$ cat src/rtl/cpu_ctl_pkg.sv
// Shared definitions for the CPU control sequencer: opcodes, FSM states,
// bit positions within the miscellaneous control bus and the decoded step record.
package cpu_ctl_pkg;

  localparam int CTL_W = 22;
  localparam int OP_W  = 5;

  localparam logic [OP_W-1:0] OP_LD   = 5'b00000;
  localparam logic [OP_W-1:0] OP_LDI  = 5'b00001;
  localparam logic [OP_W-1:0] OP_ST   = 5'b00010;
  localparam logic [OP_W-1:0] OP_ADD  = 5'b00011;
  localparam logic [OP_W-1:0] OP_SUB  = 5'b00100;
  localparam logic [OP_W-1:0] OP_AND  = 5'b00101;
  localparam logic [OP_W-1:0] OP_OR   = 5'b00110;
  localparam logic [OP_W-1:0] OP_ROR  = 5'b00111;
  localparam logic [OP_W-1:0] OP_ROL  = 5'b01000;
  localparam logic [OP_W-1:0] OP_SHR  = 5'b01001;
  localparam logic [OP_W-1:0] OP_SHRA = 5'b01010;
  localparam logic [OP_W-1:0] OP_SHL  = 5'b01011;
  localparam logic [OP_W-1:0] OP_ADDI = 5'b01100;
  localparam logic [OP_W-1:0] OP_ANDI = 5'b01101;
  localparam logic [OP_W-1:0] OP_ORI  = 5'b01110;
  localparam logic [OP_W-1:0] OP_DIV  = 5'b01111;
  localparam logic [OP_W-1:0] OP_MUL  = 5'b10000;
  localparam logic [OP_W-1:0] OP_NEG  = 5'b10001;
  localparam logic [OP_W-1:0] OP_NOT  = 5'b10010;
  localparam logic [OP_W-1:0] OP_BR   = 5'b10011;
  localparam logic [OP_W-1:0] OP_JAL  = 5'b10100;
  localparam logic [OP_W-1:0] OP_JR   = 5'b10101;
  localparam logic [OP_W-1:0] OP_IN   = 5'b10110;
  localparam logic [OP_W-1:0] OP_OUT  = 5'b10111;
  localparam logic [OP_W-1:0] OP_MFLO = 5'b11000;
  localparam logic [OP_W-1:0] OP_MFHI = 5'b11001;
  localparam logic [OP_W-1:0] OP_NOP  = 5'b11010;
  localparam logic [OP_W-1:0] OP_HALT = 5'b11011;

  localparam logic [OP_W-1:0] ALU_ADD = OP_ADD;

  typedef enum logic [2:0] {FETCH0, FETCH1, FETCH2, EXEC, HALT} state_t;

  localparam int C_PCOUT     = 0;
  localparam int C_PCIN      = 1;
  localparam int C_INCPC     = 2;
  localparam int C_MARIN     = 3;
  localparam int C_MDRIN     = 4;
  localparam int C_MDROUT    = 5;
  localparam int C_IRIN      = 6;
  localparam int C_YIN       = 7;
  localparam int C_ZIN       = 8;
  localparam int C_ZLOWOUT   = 9;
  localparam int C_ZHIGHOUT  = 10;
  localparam int C_HIIN      = 11;
  localparam int C_LOIN      = 12;
  localparam int C_HIOUT     = 13;
  localparam int C_LOOUT     = 14;
  localparam int C_COUT      = 15;
  localparam int C_CONIN     = 16;
  localparam int C_READ      = 17;
  localparam int C_WRITE     = 18;
  localparam int C_INPORTOUT = 19;
  localparam int C_OUTPORTIN = 20;
  localparam int C_R15IN     = 21;

  typedef struct packed {
    logic             gra;
    logic             grb;
    logic             grc;
    logic             rin;
    logic             rout;
    logic             baout;
    logic [CTL_W-1:0] ctl;
    logic [OP_W-1:0]  alu_op;
    logic             last;
  } step_ctl_t;

endpackage

$ cat src/rtl/ctl_step_decode.sv
// Combinational execute-phase decoder: (opcode, step, CON_FF) to datapath strobes
// and a flag marking the final step of the instruction.
module ctl_step_decode
  import cpu_ctl_pkg::*;
(
  input  logic [OP_W-1:0] opcode,
  input  logic [2:0]      step,
  input  logic            con_ff,
  output step_ctl_t       dec
);

  // The last step of each sequence sits in the default arm so no step can run away.
  always_comb begin
    dec = '0;
    case (opcode)
      OP_ADD, OP_SUB, OP_AND, OP_OR, OP_ROL, OP_ROR, OP_SHL, OP_SHR, OP_SHRA:
        case (step)
          3'd3: begin dec.grb = 1'b1; dec.rout = 1'b1; dec.ctl[C_YIN] = 1'b1; end
          3'd4: begin dec.grc = 1'b1; dec.rout = 1'b1; dec.ctl[C_ZIN] = 1'b1; end
          default: begin dec.gra = 1'b1; dec.rin = 1'b1; dec.ctl[C_ZLOWOUT] = 1'b1; dec.last = 1'b1; end
        endcase
      OP_ADDI, OP_ANDI, OP_ORI:
        case (step)
          3'd3: begin dec.grb = 1'b1; dec.rout = 1'b1; dec.ctl[C_YIN] = 1'b1; end
          3'd4: begin dec.ctl[C_COUT] = 1'b1; dec.ctl[C_ZIN] = 1'b1; end
          default: begin dec.gra = 1'b1; dec.rin = 1'b1; dec.ctl[C_ZLOWOUT] = 1'b1; dec.last = 1'b1; end
        endcase
      OP_NEG, OP_NOT:
        case (step)
          3'd3: begin dec.grb = 1'b1; dec.rout = 1'b1; dec.ctl[C_ZIN] = 1'b1; end
          default: begin dec.gra = 1'b1; dec.rin = 1'b1; dec.ctl[C_ZLOWOUT] = 1'b1; dec.last = 1'b1; end
        endcase
      OP_MUL, OP_DIV:
        case (step)
          3'd3: begin dec.gra = 1'b1; dec.rout = 1'b1; dec.ctl[C_YIN] = 1'b1; end
          3'd4: begin dec.grb = 1'b1; dec.rout = 1'b1; dec.ctl[C_ZIN] = 1'b1; end
          3'd5: begin dec.ctl[C_ZLOWOUT] = 1'b1; dec.ctl[C_LOIN] = 1'b1; end
          default: begin dec.ctl[C_ZHIGHOUT] = 1'b1; dec.ctl[C_HIIN] = 1'b1; dec.last = 1'b1; end
        endcase
      OP_LD, OP_LDI, OP_ST:
        case (step)
          3'd3: begin dec.grb = 1'b1; dec.baout = 1'b1; dec.ctl[C_YIN] = 1'b1; end
          3'd4: begin dec.ctl[C_COUT] = 1'b1; dec.ctl[C_ZIN] = 1'b1; end
          3'd5: begin
            dec.ctl[C_ZLOWOUT] = 1'b1;
            if (opcode == OP_LDI) begin
              dec.gra  = 1'b1;
              dec.rin  = 1'b1;
              dec.last = 1'b1;
            end else begin
              dec.ctl[C_MARIN] = 1'b1;
            end
          end
          3'd6: begin
            dec.ctl[C_MDRIN] = 1'b1;
            if (opcode == OP_LD) begin
              dec.ctl[C_READ] = 1'b1;
            end else begin
              dec.gra  = 1'b1;
              dec.rout = 1'b1;
            end
          end
          default: begin
            if (opcode == OP_LD) begin
              dec.ctl[C_MDROUT] = 1'b1;
              dec.gra = 1'b1;
              dec.rin = 1'b1;
            end else begin
              dec.ctl[C_WRITE] = 1'b1;
            end
            dec.last = 1'b1;
          end
        endcase
      OP_BR:
        case (step)
          3'd3: begin dec.gra = 1'b1; dec.rout = 1'b1; dec.ctl[C_CONIN] = 1'b1; end
          3'd4: begin dec.ctl[C_PCOUT] = 1'b1; dec.ctl[C_YIN] = 1'b1; end
          3'd5: begin dec.ctl[C_COUT] = 1'b1; dec.ctl[C_ZIN] = 1'b1; end
          default: begin
            dec.ctl[C_ZLOWOUT] = con_ff;
            dec.ctl[C_PCIN]    = con_ff;
            dec.last           = 1'b1;
          end
        endcase
      OP_JR: begin dec.gra = 1'b1; dec.rout = 1'b1; dec.ctl[C_PCIN] = 1'b1; dec.last = 1'b1; end
      OP_JAL:
        case (step)
          3'd3: begin dec.ctl[C_PCOUT] = 1'b1; dec.ctl[C_R15IN] = 1'b1; end
          default: begin dec.gra = 1'b1; dec.rout = 1'b1; dec.ctl[C_PCIN] = 1'b1; dec.last = 1'b1; end
        endcase
      OP_IN:   begin dec.gra = 1'b1; dec.rin = 1'b1; dec.ctl[C_INPORTOUT] = 1'b1; dec.last = 1'b1; end
      OP_OUT:  begin dec.gra = 1'b1; dec.rout = 1'b1; dec.ctl[C_OUTPORTIN] = 1'b1; dec.last = 1'b1; end
      OP_MFHI: begin dec.gra = 1'b1; dec.rin = 1'b1; dec.ctl[C_HIOUT] = 1'b1; dec.last = 1'b1; end
      OP_MFLO: begin dec.gra = 1'b1; dec.rin = 1'b1; dec.ctl[C_LOOUT] = 1'b1; dec.last = 1'b1; end
      default: dec.last = 1'b1;
    endcase

    if (dec.ctl[C_ZIN]) begin
      if (opcode == OP_LD || opcode == OP_LDI || opcode == OP_ST || opcode == OP_BR) begin
        dec.alu_op = ALU_ADD;
      end else begin
        dec.alu_op = opcode;
      end
    end
  end

endmodule

$ cat src/rtl/control_sequencer.sv
// Multi-cycle Moore control unit: fetch FSM, execute step counter and halt/run state.
// Define MEM_WAIT_EN to stall memory steps on mem_ready; otherwise they take one cycle.
module control_sequencer
  import cpu_ctl_pkg::*;
(
  input  logic             clock,
  input  logic             reset,
  input  logic [31:0]      IR,
  input  logic             CON_FF,
  input  logic             mem_ready,
  input  logic             stop,
  output logic             Gra,
  output logic             Grb,
  output logic             Grc,
  output logic             Rin,
  output logic             Rout,
  output logic             BAout,
  output logic [CTL_W-1:0] ctl,
  output logic [OP_W-1:0]  alu_op,
  output logic             run
);

  state_t    state, state_nx;
  logic [2:0] step, step_nx;
  logic      waiting, waiting_nx;
  logic      mem_ok;
  logic      stall;
  step_ctl_t dec;
  step_ctl_t raw;
  logic      unused_ir;

  assign unused_ir = ^IR[26:0];

`ifdef MEM_WAIT_EN
  assign mem_ok = mem_ready;
`else
  logic unused_mem_ready;
  assign unused_mem_ready = mem_ready;
  assign mem_ok = 1'b1;
`endif

  ctl_step_decode u_decode (
    .opcode (IR[31:27]),
    .step   (step),
    .con_ff (CON_FF),
    .dec    (dec)
  );

  always_ff @(posedge clock) begin
    if (reset) begin
      state   <= FETCH0;
      step    <= 3'd0;
      waiting <= 1'b0;
    end else begin
      state   <= state_nx;
      step    <= step_nx;
      waiting <= waiting_nx;
    end
  end

  // The PC increment in FETCH0 is presented to the ALU as an add.
  always_comb begin
    raw = '0;
    case (state)
      FETCH0: begin
        raw.ctl[C_PCOUT] = 1'b1;
        raw.ctl[C_MARIN] = 1'b1;
        raw.ctl[C_INCPC] = 1'b1;
        raw.ctl[C_ZIN]   = 1'b1;
        raw.alu_op       = ALU_ADD;
      end
      FETCH1: begin
        raw.ctl[C_ZLOWOUT] = 1'b1;
        raw.ctl[C_PCIN]    = 1'b1;
        raw.ctl[C_READ]    = 1'b1;
        raw.ctl[C_MDRIN]   = 1'b1;
      end
      FETCH2: begin
        raw.ctl[C_MDROUT] = 1'b1;
        raw.ctl[C_IRIN]   = 1'b1;
      end
      EXEC:    raw = dec;
      default: raw = '0;
    endcase
  end

  // stop is only honoured where an instruction would otherwise return to FETCH0.
  always_comb begin
    stall      = (raw.ctl[C_READ] | raw.ctl[C_WRITE]) & ~mem_ok;
    state_nx   = state;
    step_nx    = step;
    waiting_nx = 1'b0;
    case (state)
      FETCH0: state_nx = FETCH1;
      FETCH1: begin
        if (stall) waiting_nx = 1'b1;
        else       state_nx   = FETCH2;
      end
      FETCH2: begin
        state_nx = EXEC;
        step_nx  = 3'd3;
      end
      EXEC: begin
        if (stall) begin
          waiting_nx = 1'b1;
        end else if (IR[31:27] == OP_HALT) begin
          state_nx = HALT;
          step_nx  = 3'd0;
        end else if (raw.last) begin
          state_nx = stop ? HALT : FETCH0;
          step_nx  = 3'd0;
        end else begin
          step_nx = step + 3'd1;
        end
      end
      HALT:    state_nx = HALT;
      default: state_nx = FETCH0;
    endcase
  end

  // While waiting on memory only Read/Write and the MDR capture stay asserted.
  always_comb begin
    {Gra, Grb, Grc, Rin, Rout, BAout} = '0;
    ctl    = '0;
    alu_op = '0;
    if (!reset) begin
      if (waiting) begin
        ctl[C_READ]  = raw.ctl[C_READ];
        ctl[C_WRITE] = raw.ctl[C_WRITE];
        ctl[C_MDRIN] = raw.ctl[C_MDRIN];
      end else begin
        Gra    = raw.gra;
        Grb    = raw.grb;
        Grc    = raw.grc;
        Rin    = raw.rin;
        Rout   = raw.rout;
        BAout  = raw.baout;
        ctl    = raw.ctl;
        alu_op = raw.alu_op;
      end
    end
  end

  assign run = reset | (state != HALT);

endmodule

$ cat config.mk
export PLATFORM = sky130hd
export DESIGN_NAME = control_sequencer
export DESIGN_NICKNAME = d
export VERILOG_FILES = /design/src/rtl/cpu_ctl_pkg.sv /design/src/rtl/ctl_step_decode.sv /design/src/rtl/control_sequencer.sv
export SDC_FILE = /design/constraint.sdc
export NUM_CORES = 1
export LEC_CHECK = 0
export CAP_MARGIN = 5
export CORE_AREA = 2 2 68 70
export CTS_CLUSTER_DIAMETER = 150
export DETAILED_ROUTE_END_ITERATION = 16
export DIE_AREA = 0 0 70 72
export GPL_TIMING_DRIVEN = 0
export SLEW_MARGIN = 20
export SYNTH_ARGS = -nofsm -noshare
export SYNTH_HDL_FRONTEND = slang
export SYNTH_SLANG_ARGS = --single-unit
$ cat constraint.sdc
create_clock -name clock -period 5.3 [get_ports clock]
set_input_delay 0.53 -clock clock [delete_from_list [all_inputs] [get_ports clock]]
set_output_delay 0.53 -clock clock [all_outputs]
set_load 0.02 [all_outputs]
==> results.txt <==
Number of vias per cell after detailed routing -> 5.39
Count of final max-slew check failures -> 0
Critical Path Source Type -> input pin
Count of state elements after synthesis -> 6
Result of the run -> completed
Setup WS pre-CTS -> 1.67 ns
Count of cells along the worst hold path -> 1
Multi-input combinational cell area -> 946 sq um
Post-Synthesis Cell Area -> 1220 sq um
MaxCap Viol Count -> 0
Max Root-Sink Buffers -> 2
Final critical-path share of the clock period -> 0.680
RSZ-0062 raised after global routing -> no
1st-pass router iterations -> 4
R2r startpoint -> step[0]
Number of antenna cells inserted -> 0
Area share of the largest cell type after synthesis -> 0.0981
Worst IR drop on VDD -> 0.0000841 V
Reg-to-Reg End -> state[0]
Worst-skew pair later-pin latency -> 0.22 ns
Final setup TNS -> 0 ns
Cell Count, Final, Fillers Out -> 285
Required time at the worst-slack endpoint -> 4.77 ns
Count of nets left with antenna violations after detail routing -> 0
Number of global-route vias before repair -> 1,360
CP Data Arrival Time -> 3.07 ns
Leakage power of the design -> 0.655 nW
Final wirelength -> 4.27 mm
Wirelength per Cell -> 15.0 microns
Slack of the critical path -> 1.70 ns
Top-count cell post-synth -> nor2_1
Element type at the critical path end -> output pin
Number of cells after detailed placement -> 282
Reg-to-reg setup timing slack -> 3.32 ns
Worst hold path startpoint -> step[0]
Total nets after synthesis -> 230
Gate Count Post-Synth -> 188
Total of buffers placed on input and output ports -> 42
Largest cells by area after synthesis -> dfxtp_1 9.8%, nor2_1 8.6%, o21ai_0 6.9%
Post-Layout Inst Area -> 1750 sq um
Htree depth -> 1
Post-CTS setup buffer count -> 0
Count of synthesis-stage warnings from yosys -> 0
Post-route minimum period -> 3.60 ns
WS Path Type -> input pin to output pin
Resized cells post-CTS -> 0
Worst Tran Pin Value -> 0.566 ns
Final Hold Slack -> 0.559 ns
Number of distinct library cells after synthesis -> 50
Initial cell density of the core -> 0.287
Maximum operating frequency -> 278 MHz
Clock transition at the registers of the reported paths -> 0.04 ns
Pin count of the biggest net entering global routing -> 11
Y dimension of the die -> 72 microns
FFs w/ async S/R, synth -> 0
Wire length of the first global-routing pass -> 6.91 mm
Worst rel slew slack -> 0.620
Routability congestion estimate from global placement -> 0.890
Top cells by instance count after synthesis -> 28 x nor2_1, 21 x nand2_1, 17 x o21ai_0
Number of hold violations in the final report -> 0
Drt drc -> 0
Total via count in the routed design -> 1,536
Estimated wirelength of the detail-placed design -> 3.33 mm
Placed inst area -> 1710 sq um
Number of rows created at floorplan -> 24
Path class of the lowest-slack min-delay path -> flop to flop
Area taken by flip-flops and latches -> 120 sq um
Syn_area_per_cell -> 6.52 sq um
Number of ports placed on the die boundary -> 71
Total die area -> 5040 sq um
EDFF count, synth -> 0
Sequential share of the synthesized area -> 0.0981
Hold buffers post-CTS -> 0
Final setup violating endpoints -> 0
Cell Pwr Density -> 186 nW/um^2
GRT Overall Usage -> 0.167
Clock root buffer -> clkbuf_8
Core ar. -> 4260 sq um
Critical path origin -> IR[31]
Leading area contributor after synthesis -> dfxtp_1
Max Fanout on Critical Path -> 10
Total number of clock tree sinks -> 6
Congestion Overflow GR -> 0
Critical path destination -> ctl[11]
Filler Cell Count -> 481
Dominant register cell in the synthesized netlist -> dfxtp_1
Layout overhead on the synthesized area -> 43.0%
TritonCTS clock tree -> done
Fraction of final layout cells sized beyond drive strength 1 -> 0.116
Number of CTS-inserted buffers -> 3
Die extent in x -> 70 microns
Number of cell instances on the worst register-to-register path -> 7
Initial DRC Count -> 90
Clock skew -> 0.00206 ns
Initial antenna violation count -> 0
Total number of nets in the final design -> 277
[per-stage QoR]
| stage | utilization | power, mW |
|---|---|---|
| after floorplan | - | 0.189 |
| final | 0.411 | 0.325 |
| after detailed placement | 0.401 | 0.255 |
| after global placement | 0.401 | 0.254 |
| after global routing | 0.411 | 0.347 |
| after CTS | 0.411 | 0.326 |
[routing by layer]
layer / GRT usage / share of wire / wire [microns] / up-vias
met5: 0 / 0 / 0 / -
met4: 0.0171 / 0.0073 / 31 / 0
met3: 0.0278 / 0.094 / 403 / 2
met2: 0.277 / 0.46 / 1940 / 81
met1: 0.237 / 0.44 / 1890 / 687
li1: - / - / - / 766
[cell usage in the layout, fill, tap and decap left out, types with 3 or more instances in the layout]
master           Yosys  layout
a21oi_1             12      12
a31oi_1              4       4
and3_1               6       6
buf_2                3       3
clkbuf_8             6       9
clkdlybuf4s50_1      0      42
dfxtp_1              6       6
ha_1                 5       5
inv_1               10      10
nand2_1             21      21
nand2b_1             4       4
nand3_1              8       8
nor2_1              28      28
nor2b_1              4       4
nor3_1               5       5
o21ai_0             17      17
o21bai_1             3       3
o31ai_1              3       3
or3_1                3       3
[flip-flops by register name, indices dropped and copies added (netlist names)]
signal and flops:
state 3, step 3
[final cells by class]
class | count | share of cell area
Buffer | 13 | 0.0693
Clock buffer | 3 | 0.0236
Sequential cell | 6 | 0.0686
Tap cell | 52 | 0.0371
Timing Repair Buffer | 42 | 0.240
Multi-Input combinational cell | 159 | 0.540
Inverter | 10 | 0.0214
[power breakdown]
| part | total (mW) | internal, mW | switching, mW | leakage [nW] |
|---|---|---|---|---|
| sequential | 0.0611 | 0.0538 | 0.00730 | 0.0496 |
| combinational | 0.193 | 0.0806 | 0.113 | 0.584 |
| clock | 0.0707 | 0.0490 | 0.0217 | 0.0216 |
[worst min path at each step]
stage and to:
6_report step[0], 3_5_place_dp step[0], 2_1_floorplan step[0], 3_3_place_gp step[0], 4_1_cts step[0], 5_1_grt step[0]
[critical path, cell delays in order]
cell             delay (ns)
clkdlybuf4s50_1        0.47
buf_2                  0.21
clkbuf_8               0.17
o31ai_1                0.51
nand2_1                0.14
nor3_1                 0.29
buf_4                  0.16
clkdlybuf4s50_1        0.59
[logic make-up after synthesis]
| logic type | count (synthesis) | share of synthesized area |
|---|---|---|
| AND/OR/NAND/NOR | 93 | 0.388 |
| AO/OA/AOI/OAI | 60 | 0.326 |
| adder cells (fa/ha/maj) | 5 | 0.0511 |
| flip-flops | 6 | 0.0981 |
| buffers and inverters | 23 | 0.130 |
| XOR/XNOR | 1 | 0.00715 |
Power figures use the tool's default switching activity.
